## src/rtl/spi_burst_seq_pkg.sv

```systemverilog
// ============================================================================
// Module      : spi_seq_pkg
// Description : Shared state encoding and width helper for spi_burst_seq.
// Revision    : 1.0 - initial release
// ============================================================================
`default_nettype none

package spi_seq_pkg;

  typedef enum logic [2:0] {
    ST_IDLE    = 3'd0,
    ST_SETUP   = 3'd1,
    ST_LOAD    = 3'd2,
    ST_SEND    = 3'd3,
    ST_WAIT_RX = 3'd4,
    ST_HOLD    = 3'd5,
    ST_GAP     = 3'd6
  } spi_seq_state_t;

  // Bits needed to hold the values 0..n inclusive.
  function automatic int seq_len_w(input int n);
    return (n < 1) ? 1 : $clog2(n + 1);
  endfunction

endpackage

`default_nettype wire

```

## src/rtl/spi_burst_seq_if.sv

```systemverilog
// ============================================================================
// Module      : spi_burst_seq_if
// Description : Upstream, engine and status signals of spi_burst_seq.
// Revision    : 1.0 - initial release
// ============================================================================
`default_nettype none

interface spi_burst_seq_if
  import spi_seq_pkg::*;
#(
  parameter int MAX_BYTES = 4
);
  localparam int LEN_W = seq_len_w(MAX_BYTES);

  logic             i_start;
  logic [LEN_W-1:0] i_len;
  logic             i_tx_valid;
  logic [7:0]       i_tx_byte;
  logic             o_tx_ready;
  logic [7:0]       o_eng_tx_byte;
  logic             o_eng_tx_dv;
  logic             i_eng_tx_ready;
  logic             i_eng_rx_dv;
  logic [7:0]       i_eng_rx_byte;
  logic             o_rx_valid;
  logic [7:0]       o_rx_byte;
  logic [LEN_W-1:0] o_rx_index;
  logic             o_spi_cs_n;
  logic             o_busy;
  logic             o_done;
  logic             o_err;

  modport slave (
    input  i_start, i_len, i_tx_valid, i_tx_byte,
    input  i_eng_tx_ready, i_eng_rx_dv, i_eng_rx_byte,
    output o_tx_ready, o_eng_tx_byte, o_eng_tx_dv,
    output o_rx_valid, o_rx_byte, o_rx_index,
    output o_spi_cs_n, o_busy, o_done, o_err
  );

  modport master (
    output i_start, i_len, i_tx_valid, i_tx_byte,
    output i_eng_tx_ready, i_eng_rx_dv, i_eng_rx_byte,
    input  o_tx_ready, o_eng_tx_byte, o_eng_tx_dv,
    input  o_rx_valid, o_rx_byte, o_rx_index,
    input  o_spi_cs_n, o_busy, o_done, o_err
  );

endinterface

`default_nettype wire

```

## src/rtl/spi_burst_seq_gap_cnt.sv

```systemverilog
// ============================================================================
// Module      : spi_seq_gap_cnt
// Description : Loadable down-counter that stops at zero and flags it.
// Revision    : 1.0 - initial release
// ============================================================================
`default_nettype none

module spi_seq_gap_cnt #(
  parameter int WIDTH = 3
) (
  input  wire logic             clk,
  input  wire logic             reset_n,
  input  wire logic             i_load,
  input  wire logic [WIDTH-1:0] i_load_val,
  input  wire logic             i_en,
  output logic                  o_zero
);

  logic [WIDTH-1:0] cnt_q;
  logic [WIDTH-1:0] cnt_d;

  always_comb begin
    cnt_d = cnt_q;
    if (i_load) begin
      cnt_d = i_load_val;
    end else if (i_en && (cnt_q != '0)) begin
      cnt_d = cnt_q - WIDTH'(1);
    end
  end

  always_ff @(posedge clk or negedge reset_n) begin
    if (!reset_n) begin
      cnt_q <= '0;
    end else begin
      cnt_q <= cnt_d;
    end
  end

  assign o_zero = (cnt_q == '0);

endmodule

`default_nettype wire

```

## src/rtl/spi_burst_seq.sv

```systemverilog
// ============================================================================
// Module      : spi_burst_seq
// Description : Multi-byte SPI burst sequencer owning chip-select timing.
//               Optional RX watchdog enabled by defining SPI_SEQ_TIMEOUT_EN.
// Revision    : 1.0 - initial release
// ============================================================================
`default_nettype none

module spi_burst_seq
  import spi_seq_pkg::*;
#(
  parameter int MAX_BYTES     = 4,
  parameter int CS_SETUP_CLKS = 2,
  parameter int CS_IDLE_CLKS  = 4,
  parameter int TIMEOUT_CLKS  = 1024
) (
  input  wire logic      clk,
  input  wire logic      reset_n,
  spi_burst_seq_if.slave bus
);

  localparam int LEN_W   = seq_len_w(MAX_BYTES);
  localparam int GAP_MAX = (CS_SETUP_CLKS > CS_IDLE_CLKS) ? CS_SETUP_CLKS : CS_IDLE_CLKS;
  localparam int GAP_W   = seq_len_w(GAP_MAX);

  localparam logic [LEN_W-1:0] MAX_LEN    = LEN_W'(MAX_BYTES);
  localparam logic [GAP_W-1:0] SETUP_LOAD = GAP_W'(CS_SETUP_CLKS - 1);
  localparam logic [GAP_W-1:0] IDLE_LOAD  = GAP_W'(CS_IDLE_CLKS - 1);

  spi_seq_state_t   state_q, state_d;
  logic [LEN_W-1:0] len_q, len_d;
  logic [LEN_W-1:0] idx_q, idx_d;
  logic [7:0]       eng_tx_byte_q, eng_tx_byte_d;
  logic             eng_tx_dv_q, eng_tx_dv_d;
  logic             rx_valid_q, rx_valid_d;
  logic [7:0]       rx_byte_q, rx_byte_d;
  logic [LEN_W-1:0] rx_index_q, rx_index_d;
  logic             cs_n_q, cs_n_d;
  logic             busy_q, busy_d;
  logic             done_q, done_d;
  logic             err_q, err_d;

  logic             gap_load;
  logic [GAP_W-1:0] gap_load_val;
  logic             gap_en;
  logic             gap_zero;
  logic             wd_timeout;
  logic             tx_hs;
  logic [LEN_W-1:0] last_idx;

  assign tx_hs    = (state_q == ST_LOAD) && bus.i_tx_valid && bus.i_eng_tx_ready;
  assign last_idx = len_q - LEN_W'(1);
  assign gap_en   = (state_q == ST_SETUP) || (state_q == ST_HOLD) || (state_q == ST_GAP);

  spi_seq_gap_cnt #(
    .WIDTH (GAP_W)
  ) u_gap_cnt (
    .clk        (clk),
    .reset_n    (reset_n),
    .i_load     (gap_load),
    .i_load_val (gap_load_val),
    .i_en       (gap_en),
    .o_zero     (gap_zero)
  );

`ifdef SPI_SEQ_TIMEOUT_EN
  localparam int WD_W = seq_len_w(TIMEOUT_CLKS);

  logic wd_zero;

  // Armed while the byte is launched so WAIT_RX gets exactly TIMEOUT_CLKS cycles.
  spi_seq_gap_cnt #(
    .WIDTH (WD_W)
  ) u_wd_cnt (
    .clk        (clk),
    .reset_n    (reset_n),
    .i_load     ((state_q == ST_SEND) || bus.i_eng_rx_dv),
    .i_load_val (WD_W'(TIMEOUT_CLKS - 1)),
    .i_en       (state_q == ST_WAIT_RX),
    .o_zero     (wd_zero)
  );

  assign wd_timeout = (state_q == ST_WAIT_RX) && wd_zero;
`else
  assign wd_timeout = 1'b0;
`endif

  always_comb begin
    state_d       = state_q;
    len_d         = len_q;
    idx_d         = idx_q;
    eng_tx_byte_d = eng_tx_byte_q;
    eng_tx_dv_d   = 1'b0;
    rx_valid_d    = 1'b0;
    rx_byte_d     = rx_byte_q;
    rx_index_d    = rx_index_q;
    cs_n_d        = cs_n_q;
    done_d        = 1'b0;
    err_d         = 1'b0;
    gap_load      = 1'b0;
    gap_load_val  = SETUP_LOAD;

    case (state_q)
      ST_IDLE: begin
        if (bus.i_start && (bus.i_len != '0)) begin
          len_d    = (bus.i_len > MAX_LEN) ? MAX_LEN : bus.i_len;
          idx_d    = '0;
          cs_n_d   = 1'b0;
          gap_load = 1'b1;
          state_d  = ST_SETUP;
        end
      end
      ST_SETUP: begin
        if (gap_zero) begin
          state_d = ST_LOAD;
        end
      end
      ST_LOAD: begin
        if (tx_hs) begin
          eng_tx_byte_d = bus.i_tx_byte;
          eng_tx_dv_d   = 1'b1;
          state_d       = ST_SEND;
        end
      end
      ST_SEND: begin
        state_d = ST_WAIT_RX;
      end
      ST_WAIT_RX: begin
        if (bus.i_eng_rx_dv) begin
          rx_valid_d = 1'b1;
          rx_byte_d  = bus.i_eng_rx_byte;
          rx_index_d = idx_q;
          if (idx_q == last_idx) begin
            gap_load = 1'b1;
            state_d  = ST_HOLD;
          end else begin
            idx_d   = idx_q + LEN_W'(1);
            state_d = ST_LOAD;
          end
        end else if (wd_timeout) begin
          err_d    = 1'b1;
          gap_load = 1'b1;
          state_d  = ST_HOLD;
        end
      end
      ST_HOLD: begin
        if (gap_zero) begin
          cs_n_d       = 1'b1;
          gap_load     = 1'b1;
          gap_load_val = IDLE_LOAD;
          state_d      = ST_GAP;
        end
      end
      ST_GAP: begin
        if (gap_zero) begin
          done_d  = 1'b1;
          state_d = ST_IDLE;
        end
      end
      default: begin
        cs_n_d  = 1'b1;
        state_d = ST_IDLE;
      end
    endcase

    busy_d = (state_d != ST_IDLE);
  end

  always_ff @(posedge clk or negedge reset_n) begin
    if (!reset_n) begin
      state_q       <= ST_IDLE;
      len_q         <= '0;
      idx_q         <= '0;
      eng_tx_byte_q <= '0;
      eng_tx_dv_q   <= 1'b0;
      rx_valid_q    <= 1'b0;
      rx_byte_q     <= '0;
      rx_index_q    <= '0;
      cs_n_q        <= 1'b1;
      busy_q        <= 1'b0;
      done_q        <= 1'b0;
      err_q         <= 1'b0;
    end else begin
      state_q       <= state_d;
      len_q         <= len_d;
      idx_q         <= idx_d;
      eng_tx_byte_q <= eng_tx_byte_d;
      eng_tx_dv_q   <= eng_tx_dv_d;
      rx_valid_q    <= rx_valid_d;
      rx_byte_q     <= rx_byte_d;
      rx_index_q    <= rx_index_d;
      cs_n_q        <= cs_n_d;
      busy_q        <= busy_d;
      done_q        <= done_d;
      err_q         <= err_d;
    end
  end

  assign bus.o_tx_ready    = tx_hs;
  assign bus.o_eng_tx_byte = eng_tx_byte_q;
  assign bus.o_eng_tx_dv   = eng_tx_dv_q;
  assign bus.o_rx_valid    = rx_valid_q;
  assign bus.o_rx_byte     = rx_byte_q;
  assign bus.o_rx_index    = rx_index_q;
  assign bus.o_spi_cs_n    = cs_n_q;
  assign bus.o_busy        = busy_q;
  assign bus.o_done        = done_q;
  assign bus.o_err         = err_q;

endmodule

`default_nettype wire

```

## src/flat_wrapper.sv

```systemverilog
// flat-port wrapper written by rule: the top's interface ports become plain ports
module spi_burst_seq_flat import spi_seq_pkg::*;
#(
  parameter int MAX_BYTES     = 4,
  parameter int CS_SETUP_CLKS = 2,
  parameter int CS_IDLE_CLKS  = 4,
  parameter int TIMEOUT_CLKS  = 1024
)
  (clk, reset_n, bus_i_start, bus_i_len, bus_i_tx_valid, bus_i_tx_byte, bus_i_eng_tx_ready, bus_i_eng_rx_dv, bus_i_eng_rx_byte, bus_o_tx_ready, bus_o_eng_tx_byte, bus_o_eng_tx_dv, bus_o_rx_valid, bus_o_rx_byte, bus_o_rx_index, bus_o_spi_cs_n, bus_o_busy, bus_o_done, bus_o_err);
  spi_burst_seq_if #(.MAX_BYTES(MAX_BYTES)) bus_i ();
  input  wire logic clk;
  input  wire logic reset_n;
  input wire logic [$bits(bus_i.i_start)-1:0] bus_i_start;
  input wire logic [$bits(bus_i.i_len)-1:0] bus_i_len;
  input wire logic [$bits(bus_i.i_tx_valid)-1:0] bus_i_tx_valid;
  input wire logic [$bits(bus_i.i_tx_byte)-1:0] bus_i_tx_byte;
  input wire logic [$bits(bus_i.i_eng_tx_ready)-1:0] bus_i_eng_tx_ready;
  input wire logic [$bits(bus_i.i_eng_rx_dv)-1:0] bus_i_eng_rx_dv;
  input wire logic [$bits(bus_i.i_eng_rx_byte)-1:0] bus_i_eng_rx_byte;
  output wire logic [$bits(bus_i.o_tx_ready)-1:0] bus_o_tx_ready;
  output wire logic [$bits(bus_i.o_eng_tx_byte)-1:0] bus_o_eng_tx_byte;
  output wire logic [$bits(bus_i.o_eng_tx_dv)-1:0] bus_o_eng_tx_dv;
  output wire logic [$bits(bus_i.o_rx_valid)-1:0] bus_o_rx_valid;
  output wire logic [$bits(bus_i.o_rx_byte)-1:0] bus_o_rx_byte;
  output wire logic [$bits(bus_i.o_rx_index)-1:0] bus_o_rx_index;
  output wire logic [$bits(bus_i.o_spi_cs_n)-1:0] bus_o_spi_cs_n;
  output wire logic [$bits(bus_i.o_busy)-1:0] bus_o_busy;
  output wire logic [$bits(bus_i.o_done)-1:0] bus_o_done;
  output wire logic [$bits(bus_i.o_err)-1:0] bus_o_err;
  assign bus_i.i_start = bus_i_start;
  assign bus_i.i_len = bus_i_len;
  assign bus_i.i_tx_valid = bus_i_tx_valid;
  assign bus_i.i_tx_byte = bus_i_tx_byte;
  assign bus_i.i_eng_tx_ready = bus_i_eng_tx_ready;
  assign bus_i.i_eng_rx_dv = bus_i_eng_rx_dv;
  assign bus_i.i_eng_rx_byte = bus_i_eng_rx_byte;
  assign bus_o_tx_ready = bus_i.o_tx_ready;
  assign bus_o_eng_tx_byte = bus_i.o_eng_tx_byte;
  assign bus_o_eng_tx_dv = bus_i.o_eng_tx_dv;
  assign bus_o_rx_valid = bus_i.o_rx_valid;
  assign bus_o_rx_byte = bus_i.o_rx_byte;
  assign bus_o_rx_index = bus_i.o_rx_index;
  assign bus_o_spi_cs_n = bus_i.o_spi_cs_n;
  assign bus_o_busy = bus_i.o_busy;
  assign bus_o_done = bus_i.o_done;
  assign bus_o_err = bus_i.o_err;
  spi_burst_seq #(.MAX_BYTES(MAX_BYTES), .CS_SETUP_CLKS(CS_SETUP_CLKS), .CS_IDLE_CLKS(CS_IDLE_CLKS), .TIMEOUT_CLKS(TIMEOUT_CLKS)) u_core (.clk(clk), .reset_n(reset_n), .bus(bus_i));
endmodule
```

## config.mk

```make
export PLATFORM = sky130hd
export DESIGN_NAME = spi_burst_seq_flat
export DESIGN_NICKNAME = d
export VERILOG_FILES = /design/src/rtl/spi_burst_seq_pkg.sv /design/src/rtl/spi_burst_seq_if.sv /design/src/rtl/spi_burst_seq_gap_cnt.sv /design/src/rtl/spi_burst_seq.sv /design/src/flat_wrapper.sv
export SDC_FILE = /design/constraint.sdc
export NUM_CORES = 1
export LEC_CHECK = 0
export CORE_MARGIN = 4
export CORE_UTILIZATION = 40
export DETAILED_ROUTE_END_ITERATION = 7
export PLACE_DENSITY = 0.69
export SLEW_MARGIN = 15
export SYNTH_ARGS = -nofsm -noshare
export SYNTH_HDL_FRONTEND = slang
export SYNTH_SLANG_ARGS = --single-unit
```

## constraint.sdc

```tcl
create_clock -name clk -period 2.34 [get_ports clk]
set_input_delay 0.468 -clock clk [delete_from_list [all_inputs] [get_ports clk]]
set_output_delay 0.468 -clock clk [all_outputs]
set_load 0.05 [all_outputs]
```

# Word-level counts from Yosys, hierarchy flattened
# Index checks and enable logic that the tools add are counted.
# word_totals
reg_bits,36
latch_bits,0
ram_bits,0
rom_bits,0
inputBits,25
output_inout_bits,26
mem_count,0
# op_classes
addsub,3
multipliers,0
div_mod_pow,0
order_cmp,1
eq_ne,11
shift,0
mux,30
bitwise,1
reduce_logical,19
# op_table
cell,n
two-way mux 3 bit,14
case mux 3 bit (7 select lines),1
two-way mux 1 bit,11
== test 3 bit (second input constant),3
nonzero test 3 bit,3
== test 3 x 2 -> 1 bit (second input constant),2
logical NOT 3 bit,2
case mux 1 bit (3 select lines),2
case mux 3 bit (2 select lines),1
AND reduction 2 bit,3
subtractor 3 x 1 -> 3 bit (second input constant),2
OR reduction 5 bit,1
logical AND 1 bit,4
!= test 2 x 1 -> 1 bit (second input constant),2
!= test 2 bit (second input constant),2
AND reduction 4 bit,1
nonzero test 2 bit,2
adder 3 x 1 -> 3 bit (second input constant),1
== test 3 x 1 -> 1 bit (second input constant),1
== test 3 bit,1
greater-than comparator 3 bit (second input constant),1
AND reduction 3 bit,1
logical OR 1 bit,2
two-way mux 2 bit,1
NOT 1 bit,1

# Depth between registers and ports, before layout
# Gate-level depths: netlist of run 1.
# depth
word_depth,6
mapped_depth,7

# By module
# A second synthesis of run 1 with hierarchy kept.
# unflattened
cells_unflattened,161
area_unflattened_um2,1756.7
# modules_own_cells
mod,instances,cells_per_inst,area_each_um2,seq_area_each_um2
spi_burst_seq,1,142,1549.0,827.0
spi_seq_gap_cnt,1,19,207.7,75.1

# Worst setup path before layout of run 1
# No wires, ideal clock.
# synth_path
kind,register to register
startpoint,register u_core.state_q[2]
endpoint,"register u_core.eng_tx_byte_q[0], in the netlist u_core.bus.o_eng_tx_byte[0]"
setup_time_ns,0.125
arrival_time_ns,1.537
path_slack_ns,0.678
path_stages_with_launch,6
n_path_buf,2
synth_period_minus_slack_ns,1.662
path_cell_list,dfrtp_1 > buf_2 > nor2_1 > and4_1 > buf_2 > mux2_2
# synth_via
elab_chain_cells,4
# synth_lines
element,line,rtl
"start, declared",spi_burst_seq.sv:30,"spi_seq_state_t state_q, state_d;"
"start signal, assigned",spi_burst_seq.sv:184,state_q <= state_d;
== test 3 x 2 -> 1 bit,spi_burst_seq.sv:51,assign tx_hs = (state_q == ST_LOAD) && bus.i_tx_valid && bus.i_eng_tx_ready;
logical AND 1 bit (2 in a row),spi_burst_seq.sv:51,
via bus_o_tx_ready,flat_wrapper.sv:20,output wire logic [$bits(bus_i.o_tx_ready)-1:0] bus_o_tx_ready;
AND reduction 2 bit (no line),n/a,
"end signal, assigned",spi_burst_seq.sv:187,eng_tx_byte_q <= eng_tx_byte_d;
"end, declared",spi_burst_seq.sv:33,"logic [7:0] eng_tx_byte_q, eng_tx_byte_d;"
# The timed path passes the listed nets, and every way through them passes these cells.
# A chain may end at the register's enable or synchronous reset.

# Final worst setup path of run 1
# layout_path
startpoint,register u_core.state_q[2]
endpoint,output port bus_o_tx_ready
# layout_via
elab_chain_cells,3
# layout_lines
element,line
== test 3 x 2 -> 1 bit,spi_burst_seq.sv:51
logical AND 1 bit (2 in a row),spi_burst_seq.sv:51
"end, declared",flat_wrapper.sv:20
# Every way passes these cells.

==> results of run 1 <==
-- power by group --
part	total, uW	switching (uW)	internal [uW]
Clock	532	216	316
Sequential	1050	174	875
Combinational	1780	1050	723
Total	3360	1440	1910
-- sequential cells by signal (all words and copies together), names as in the netlist --
| register | count |
|---|---|
| u_core.bus.o_done | 1 |
| u_core.bus.o_eng_tx_byte | 8 |
| u_core.bus.o_rx_index | 3 |
| u_core.bus.o_spi_cs_n | 1 |
| u_core.idx_q | 3 |
| u_core.bus.o_rx_byte | 8 |
| u_core.bus.o_busy | 1 |
| u_core.u_gap_cnt.cnt_q | 3 |
| u_core.bus.o_rx_valid | 1 |
| u_core.state_q | 3 |
| u_core.bus.o_eng_tx_dv | 1 |
| u_core.len_q | 3 |
-- through the flow --
| stage | std cells | area, um2 | setup slack [ns] |
|---|---|---|---|
| after detailed placement | 241 | 2270 | 0.290 |
| after CTS | 249 | 2380 | 0.236 |
| after global placement | 241 | 2270 | 0.315 |
| after floorplan | 147 | 1720 | 0.678 |
| final | 249 | 2380 | 0.242 |
| after global routing | 249 | 2380 | 0.151 |
-- area by class of cell --
cell class | instances | area, um2 | area share
sequential | 36 | 902 | 0.380
multi-input combinational | 95 | 743 | 0.313
timing repair buffer | 54 | 538 | 0.226
clock buffer | 6 | 72.6 | 0.0305
tap | 50 | 62.6 | 0.0263
clock inverter | 2 | 35.0 | 0.0147
inverter | 6 | 22.5 | 0.00948
-- metal layers --
metal / wire [um] / part of all wire / track usage
met3: 367 / 0.10 / 0.0848
met2: 1750 / 0.48 / 0.227
met5: 0 / 0 / 0
met4: 47 / 0.013 / 0.0523
met1: 1480 / 0.41 / 0.166
-- worst paths after layout --
path                                                to  depth (start not counted)
hold / removal                   u_core.bus.o_spi_cs_n                          2
max in group asynchronous        u_core.bus.o_spi_cs_n                          2
setup / recovery                        bus_o_tx_ready                          3
hold reg to reg                  u_core.bus.o_spi_cs_n                          2
min in group asynchronous              u_core.len_q[0]                          2
setup reg to reg           u_core.bus.o_eng_tx_byte[5]                          4
-- worst reg2reg max path, stage by stage (launching register included) --
cell,delay [ns]
dfrtp_1,0.51
nor2_1,0.20
and4_1,0.45
buf_4,0.21
mux2_2,0.33
-- cell families (layout without fill, tap and decap cells) --
| family | after synthesis | count (layout) | synth area share |
|---|---|---|---|
| compound gates | 19 | 19 | 0.0736 |
| xor+xnor | 3 | 3 | 0.0233 |
| fa+ha+maj | 4 | 4 | 0.0292 |
| buf+inv | 16 | 68 | 0.0503 |
| flops | 36 | 36 | 0.526 |
| mux | 24 | 24 | 0.157 |
| other cells | 1 | 1 | 0.00218 |
| simple gates | 44 | 44 | 0.139 |
-- synth_stat cells, types with 3 or more instances --
master / count / share of area
nor2_1: 8 / 0.017
nand2_1: 13 / 0.028
ha_1: 4 / 0.029
a21oi_1: 3 / 0.0087
buf_2: 3 / 0.0087
mux2i_1: 4 / 0.023
o21ai_0: 5 / 0.015
nand2b_1: 8 / 0.029
clkbuf_1: 3 / 0.0066
mux2_2: 19 / 0.12
dfrtp_1: 35 / 0.51
inv_1: 6 / 0.013
-- cells in the final DEF, fill, tap and decap left out, drive strengths merged --
master         count
ha                 4
mux2i              4
o22ai              1
a21oi              3
clkinv             1
buf                6
nor4bb             1
nor3               1
conb               1
nor2b              2
dfrtp             35
nand2             13
xor2               2
and3               2
clkbuf             6
or3                1
nand3              1
o32ai              1
o21a               1
nand3b             2
o31ai              2
o21ai              6
bufinv             1
nor2               8
mux2              20
o211ai             1
clkdlybuf4s50     48
a21boi             2
xnor3              1
a31o               1
inv                6
nand4b             1
or4                1
o221ai             1
nand4              1
nand2b             8
dfstp              1
and4               2
==> results_dict.tcl, run 1 <==
set metrics [dict create \
    run_status "finished, final reports clean" \
    tritoncts.num_buffers 5 \
    min-delay-start "u_core.bus.o_spi_cs_n" \
    clockBufferDepth 2 \
    p_per_area_mw_per_mm2 1410 \
    clock.fmax_mhz 477 \
    track_usage 0.146 \
    slew_headroom 0.643 \
    clk_latency_ns 0.28 \
    crit_chain "nor2_1 > and4_1 > buf_12" \
    place.port_buffers 49 \
    ioPinCount 51 \
    synth_seq_cells 36 \
    gp_congestion 0.802 \
    crit_arrival_ns 1.63 \
    first_iter_violations 56 \
    path_clk_slew_ns 0.06 \
    p_leak_uw 0.00105 \
    syn_avg_cell_area_um2 11.7 \
    cp_top_family "simple AND/OR/NAND/NOR gates" \
    fin_util 0.581 \
    end_kind "output port" \
    worst-setup-path-type "flip-flop to output port" \
    core-area_mm2 0.00409 \
    crit_path_start_kind "flip-flop" \
    nFillCells 344 \
    ctsHoldBuffers 0 \
    dieArea_mm2 0.00540 \
    syn_area_mm2 0.00172 \
    slowest_delay_ns 0.51 \
    synthArstFlopShare 1.00 \
    critPathRequiredTime_ns 1.87 \
    fin_total_pwr_uw 3360 \
    rows 23 \
    peakVddDrop_mv 1.06 \
    crit_start "u_core.state_q[2]" \
    synth_edf_count 0 \
    synth-main-ff-cell "dfrtp_1" \
    wl_per_cell_um 14.6 \
    report.final.slew_viol_count 0 \
    r2r_setup_slack_ns 0.54 \
    die_height_um 73.5 \
    yosysWarnings 0 \
    wl_mm 3.64 \
    max_cap_viol_count 0 \
    routed_via_density 5.13 \
    syn_nets 176 \
    timing.rr.start "u_core.state_q[2]" \
    ant_nets 0 \
    cts_resized 0 \
    grt_overflow 0 \
    num_vias 1278 \
    setup-violations-final 0 \
    cts.sinks 36 \
    grt_start_max_net_pins 37 \
    rsz0062_at_grt "no" \
    clock-root-buffer "clkbuf_8" \
    fin_skew_ns 0.00675 \
    antenna_cells 0 \
    layout_min_cycle_time_ns 2.10 \
    grt_pass1_vias 1370 \
    hpwlAfterDp_mm 2.72 \
    final.setup.tns_ns 0 \
    hp-class "flip-flop to flip-flop" \
    cp_max_fo 12 \
    fin_crit_sh 0.897 \
    drc 0 \
    crit_buf_inv 1 \
    synthCells 147 \
    synth.distinct_cells 39 \
    crit_slowest_cell "dfrtp_1" \
    ys_seq_area_frac 0.526 \
    antenna_found_initial 0 \
    grt_first_pass_wirelength_mm 6.02 \
    hold-worst-slack_ns 0.476 \
    nets 227 \
    layout-drive-gt1-share 0.191 \
    htreeDepth 2 \
    die_x_um 73.5 \
    tritoncts "yes" \
    worstMarginPinSlew_ns 0.534 \
    area_growth_pct 38.4 \
    hold_violations 0 \
    post-cts-setup-buffers 0 \
    floorplan.initialDensity 0.420 \
    first_pass_iters 4 \
]
(Power assumes the default switching activity.)
==> inputs of run 2 (changes only) <==
SLEW_MARGIN = 20   (was 15)
clock period = 2.42 ns   (was 2.34 ns; I/O delays follow)
==> results_dict.tcl, run 2 (synthesized netlist as in run 1, its figures left out) <==
set metrics [dict create \
    run_status "finished, final reports clean" \
    worst-setup-path-type "flip-flop to output port" \
    hp-class "flip-flop to flip-flop" \
    area_growth_pct 37.5 \
    max_cap_viol_count 0 \
    finalNonFillerCells 249 \
    peakVddDrop_mv 1.05 \
    post-cts-setup-buffers 0 \
    die_x_um 73.5 \
    mostFrequentLayoutCells "clkdlybuf4s50_1 (48), dfrtp_1 (35), mux2_2 (19), nand2_1 (13)" \
    gp_congestion 0.814 \
    place.port_buffers 49 \
    crit_chain "nor2_1 > and4_1 > buf_12" \
    grt_first_pass_wirelength_mm 6.40 \
    end_kind "output port" \
    path_clk_slew_ns 0.07 \
    dp_cells 241 \
    nets 227 \
    report.final.slew_viol_count 0 \
    first_pass_iters 4 \
    p_leak_uw 0.00105 \
    track_usage 0.155 \
    ctsHoldBuffers 0 \
    layout_min_cycle_time_ns 2.25 \
    clockBufferDepth 2 \
    clock-root-buffer "clkbuf_8" \
    wl_per_cell_um 15.2 \
    tritoncts "yes" \
    first_iter_violations 83 \
    rows 23 \
    antenna_cells 0 \
    cts_resized 0 \
    crit_path_start_kind "flip-flop" \
    cp_top_family "simple AND/OR/NAND/NOR gates" \
    antenna_found_initial 0 \
    nFillCells 353 \
    crit_buf_inv 1 \
    worstMarginPinSlew_ns 0.537 \
    hpwlAfterDp_mm 2.84 \
    rsz0062_at_grt "no" \
    clock.fmax_mhz 444 \
    cp_max_fo 12 \
    floorplan.initialDensity 0.420 \
    routed_via_density 5.03 \
    p_per_area_mw_per_mm2 1350 \
    ant_nets 0 \
    fin_crit_sh 0.930 \
    slew_headroom 0.642 \
    grt_start_max_net_pins 37 \
    final_common_cell "clkdlybuf4s50_1" \
    dieArea_mm2 0.00540 \
    fin_skew_ns 0.00362 \
    clk_latency_ns 0.28 \
    wl_mm 3.78 \
    grt_overflow 0 \
    hold_violations 0 \
    htreeDepth 2 \
    core-area_mm2 0.00409 \
    drc 0 \
    final.setup.tns_ns 0 \
    critPathRequiredTime_ns 1.94 \
    crit_arrival_ns 1.77 \
    grt_pass1_vias 1369 \
    slowest_delay_ns 0.57 \
    hold-worst-slack_ns 0.481 \
    crit_slowest_cell "and4_1" \
    cts.sinks 36 \
    ioPinCount 51 \
    die_height_um 73.5 \
    setup-violations-final 0 \
    num_vias 1253 \
    layout-drive-gt1-share 0.196 \
    tritoncts.num_buffers 5 \
]
run 2: final timing paths:
check | from | endpoint | slack (ns) | cells past startpoint
setup / recovery | u_core.state_q[2] | bus_o_tx_ready | 0.17 | 3
hold reg to reg | u_core.len_q[1] | u_core.len_q[1] | 0.48 | 2
hold / removal | u_core.len_q[1] | u_core.len_q[1] | 0.48 | 2
max in group asynchronous | reset_n | u_core.bus.o_spi_cs_n | 1.48 | 2
setup reg to reg | u_core.state_q[2] | u_core.bus.o_eng_tx_byte[4] | 0.63 | 3
min in group asynchronous | reset_n | u_core.state_q[0] | 0.61 | 2
run 2: layout make-up:
cell class,instances,area [um2],area share
Timing Repair Buffer,54,538,0.228
Clock inverter,2,10.0,0.00424
Sequential cell,36,902,0.382
Clock buffer,6,82.6,0.0350
Inverter,6,22.5,0.00954
Tap cell,50,62.6,0.0265
Multi-Input combinational cell,95,743,0.315
run 2: metrics by stage:
step,util,worst slack [ns],instance area [um2],power [uW]
after floorplan,-,0.758,1720,2210
after global placement,0.555,0.253,2270,2700
after detailed placement,0.555,0.225,2270,2770
after CTS,0.578,0.156,2360,3220
after global routing,0.578,0.0669,2360,3390
final,0.578,0.168,2360,3190
run 2: worst register-to-register path, delay by kind of cell, from the launching register on:
family	cells	cell delay, ns
and+or+nand+nor	2	0.77
muxes	1	0.40
DFF	1	0.51
run 2: power by group:
group / internal [uW] / leakage [uW] / switching, uW
logic: 701 / 0.000541 / 1040
registers: 846 / 0.000457 / 167
clock network: 227 / 0.0000510 / 207
total: 1770 / 0.00105 / 1410
run 2: layer usage:
layer  global-route usage  vias up  wire length [um]
li1                     -      607                 -
met1                0.188      606              1620
met2                0.246       38              1810
met3               0.0698        2               337
met4               0.0483        0                14
met5                    0        -                 0
==> inputs of run 3 (changes only) <==
CORE_MARGIN = 3   (was 4)
==> results_dict.tcl, run 3 (synthesized netlist as in run 1, its figures left out) <==
set metrics [dict create \
    run_status "finished, final reports clean" \
    clock.fmax_mhz 457 \
    setup-violations-final 0 \
    worst-setup-path-type "flip-flop to output port" \
    final_common_cell "clkdlybuf4s50_1" \
    p_leak_uw 0.00103 \
    grt_start_max_net_pins 37 \
    gp_congestion 0.827 \
    fin_crit_sh 0.904 \
    antenna_cells 0 \
    seqCellArea_um2 902 \
    post-cts-setup-buffers 0 \
    area_growth_pct 35.7 \
    num_vias 1280 \
    worstMarginPinSlew_ns 0.820 \
    ioPinCount 51 \
    rsz0062_at_grt "no" \
    core-area_mm2 0.00406 \
    ctsHoldBuffers 0 \
    end_kind "output port" \
    tritoncts.num_buffers 5 \
    ant_nets 0 \
    p_per_area_mw_per_mm2 1340 \
    crit_start "u_core.state_q[0]" \
    hold_violations 0 \
    dp_cells 239 \
    layout-drive-gt1-share 0.184 \
    layout_min_cycle_time_ns 2.19 \
    wl_mm 3.88 \
    max_cap_viol_count 0 \
    htreeDepth 2 \
    clock-root-buffer "clkbuf_8" \
    nFillCells 342 \
    antenna_found_initial 0 \
    cp_max_fo 16 \
    hp-class "primary input to asynchronous set/reset pin" \
    die_height_um 71.5 \
    path_clk_slew_ns 0.07 \
    rows 23 \
    cts.sinks 36 \
    floorplan.initialDensity 0.423 \
    grt_first_pass_wirelength_mm 6.35 \
    final.setup.tns_ns 0 \
    first_iter_violations 115 \
    grt_overflow 0 \
    routed_via_density 5.20 \
    first_pass_iters 4 \
    finalNonFillerCells 246 \
    place.port_buffers 49 \
    track_usage 0.161 \
    clk_latency_ns 0.28 \
    die_x_um 71.5 \
    slew_headroom 0.453 \
    multi_input_area_um2 734 \
    tritoncts "yes" \
    nets 225 \
    cts_resized 0 \
    hpwlAfterDp_mm 2.74 \
    fin_skew_ns 0.00591 \
    report.final.slew_viol_count 0 \
    critPathRequiredTime_ns 1.94 \
    mostFrequentLayoutCells "clkdlybuf4s50_1 (47), dfrtp_1 (35), mux2_2 (19), nand2_1 (13)" \
    wl_per_cell_um 15.8 \
    timing.rr.start "u_core.state_q[0]" \
    drc 0 \
    dieArea_mm2 0.00511 \
    crit_arrival_ns 1.70 \
    grt_pass1_vias 1402 \
    clockBufferDepth 2 \
    peakVddDrop_mv 0.987 \
    crit_path_start_kind "flip-flop" \
]
-- run 3: critical path, stage by stage, from the launching register on --
cell,delay [ns]
dfrtp_1,0.56
nor2_1,0.23
and4_1,0.44
buf_12,0.19
-- run 3: cell type report --
cell class | instances | share of cell area
sequential | 36 | 0.387
clock inverter | 1 | 0.00215
inverter | 6 | 0.00967
clock buffer | 6 | 0.0311
multi-input combinational | 95 | 0.315
tap | 50 | 0.0269
timing repair buffer | 52 | 0.228
-- run 3: layer usage --
layer | global-route usage | part of all wire | vias up
met5 | 0 | 0 | -
met2 | 0.265 | 0.49 | 47
met3 | 0.0575 | 0.062 | 14
met1 | 0.186 | 0.42 | 616
met4 | 0.0793 | 0.033 | 0
li1 | - | - | 603
-- run 3: power by group --
part           switching, uW  total [uW]  internal (uW)
logic                    998        1690            688
clock network            196         392            195
registers                210        1060            845
total                   1400        3130           1730
-- run 3: per-stage QoR --
stage                     power [uW]  setup slack [ns]  area [um2]   util  hold slack (ns)
after detailed placement        2740             0.308        2250  0.555            0.472
after global placement          2670             0.345        2250  0.555            0.463
final                           3130             0.233        2330  0.574            0.296
after floorplan                 2210             0.758        1720      -            0.188
after CTS                       3150             0.250        2330  0.574            0.310
after global routing            3330             0.132        2330  0.574            0.350
-- run 3: final timing paths --
check,to,slack (ns),depth (start not counted)
worst max-delay path,bus_o_tx_ready,0.23,3
worst min-delay path,u_core.idx_q[0],0.30,1
worst max register to register,u_core.bus.o_eng_tx_byte[5],0.50,4
worst min register to register,u_core.bus.o_spi_cs_n,0.48,2
max in group asynchronous,u_core.bus.o_rx_byte[4],1.61,1
min in group clk,u_core.bus.o_spi_cs_n,0.48,2
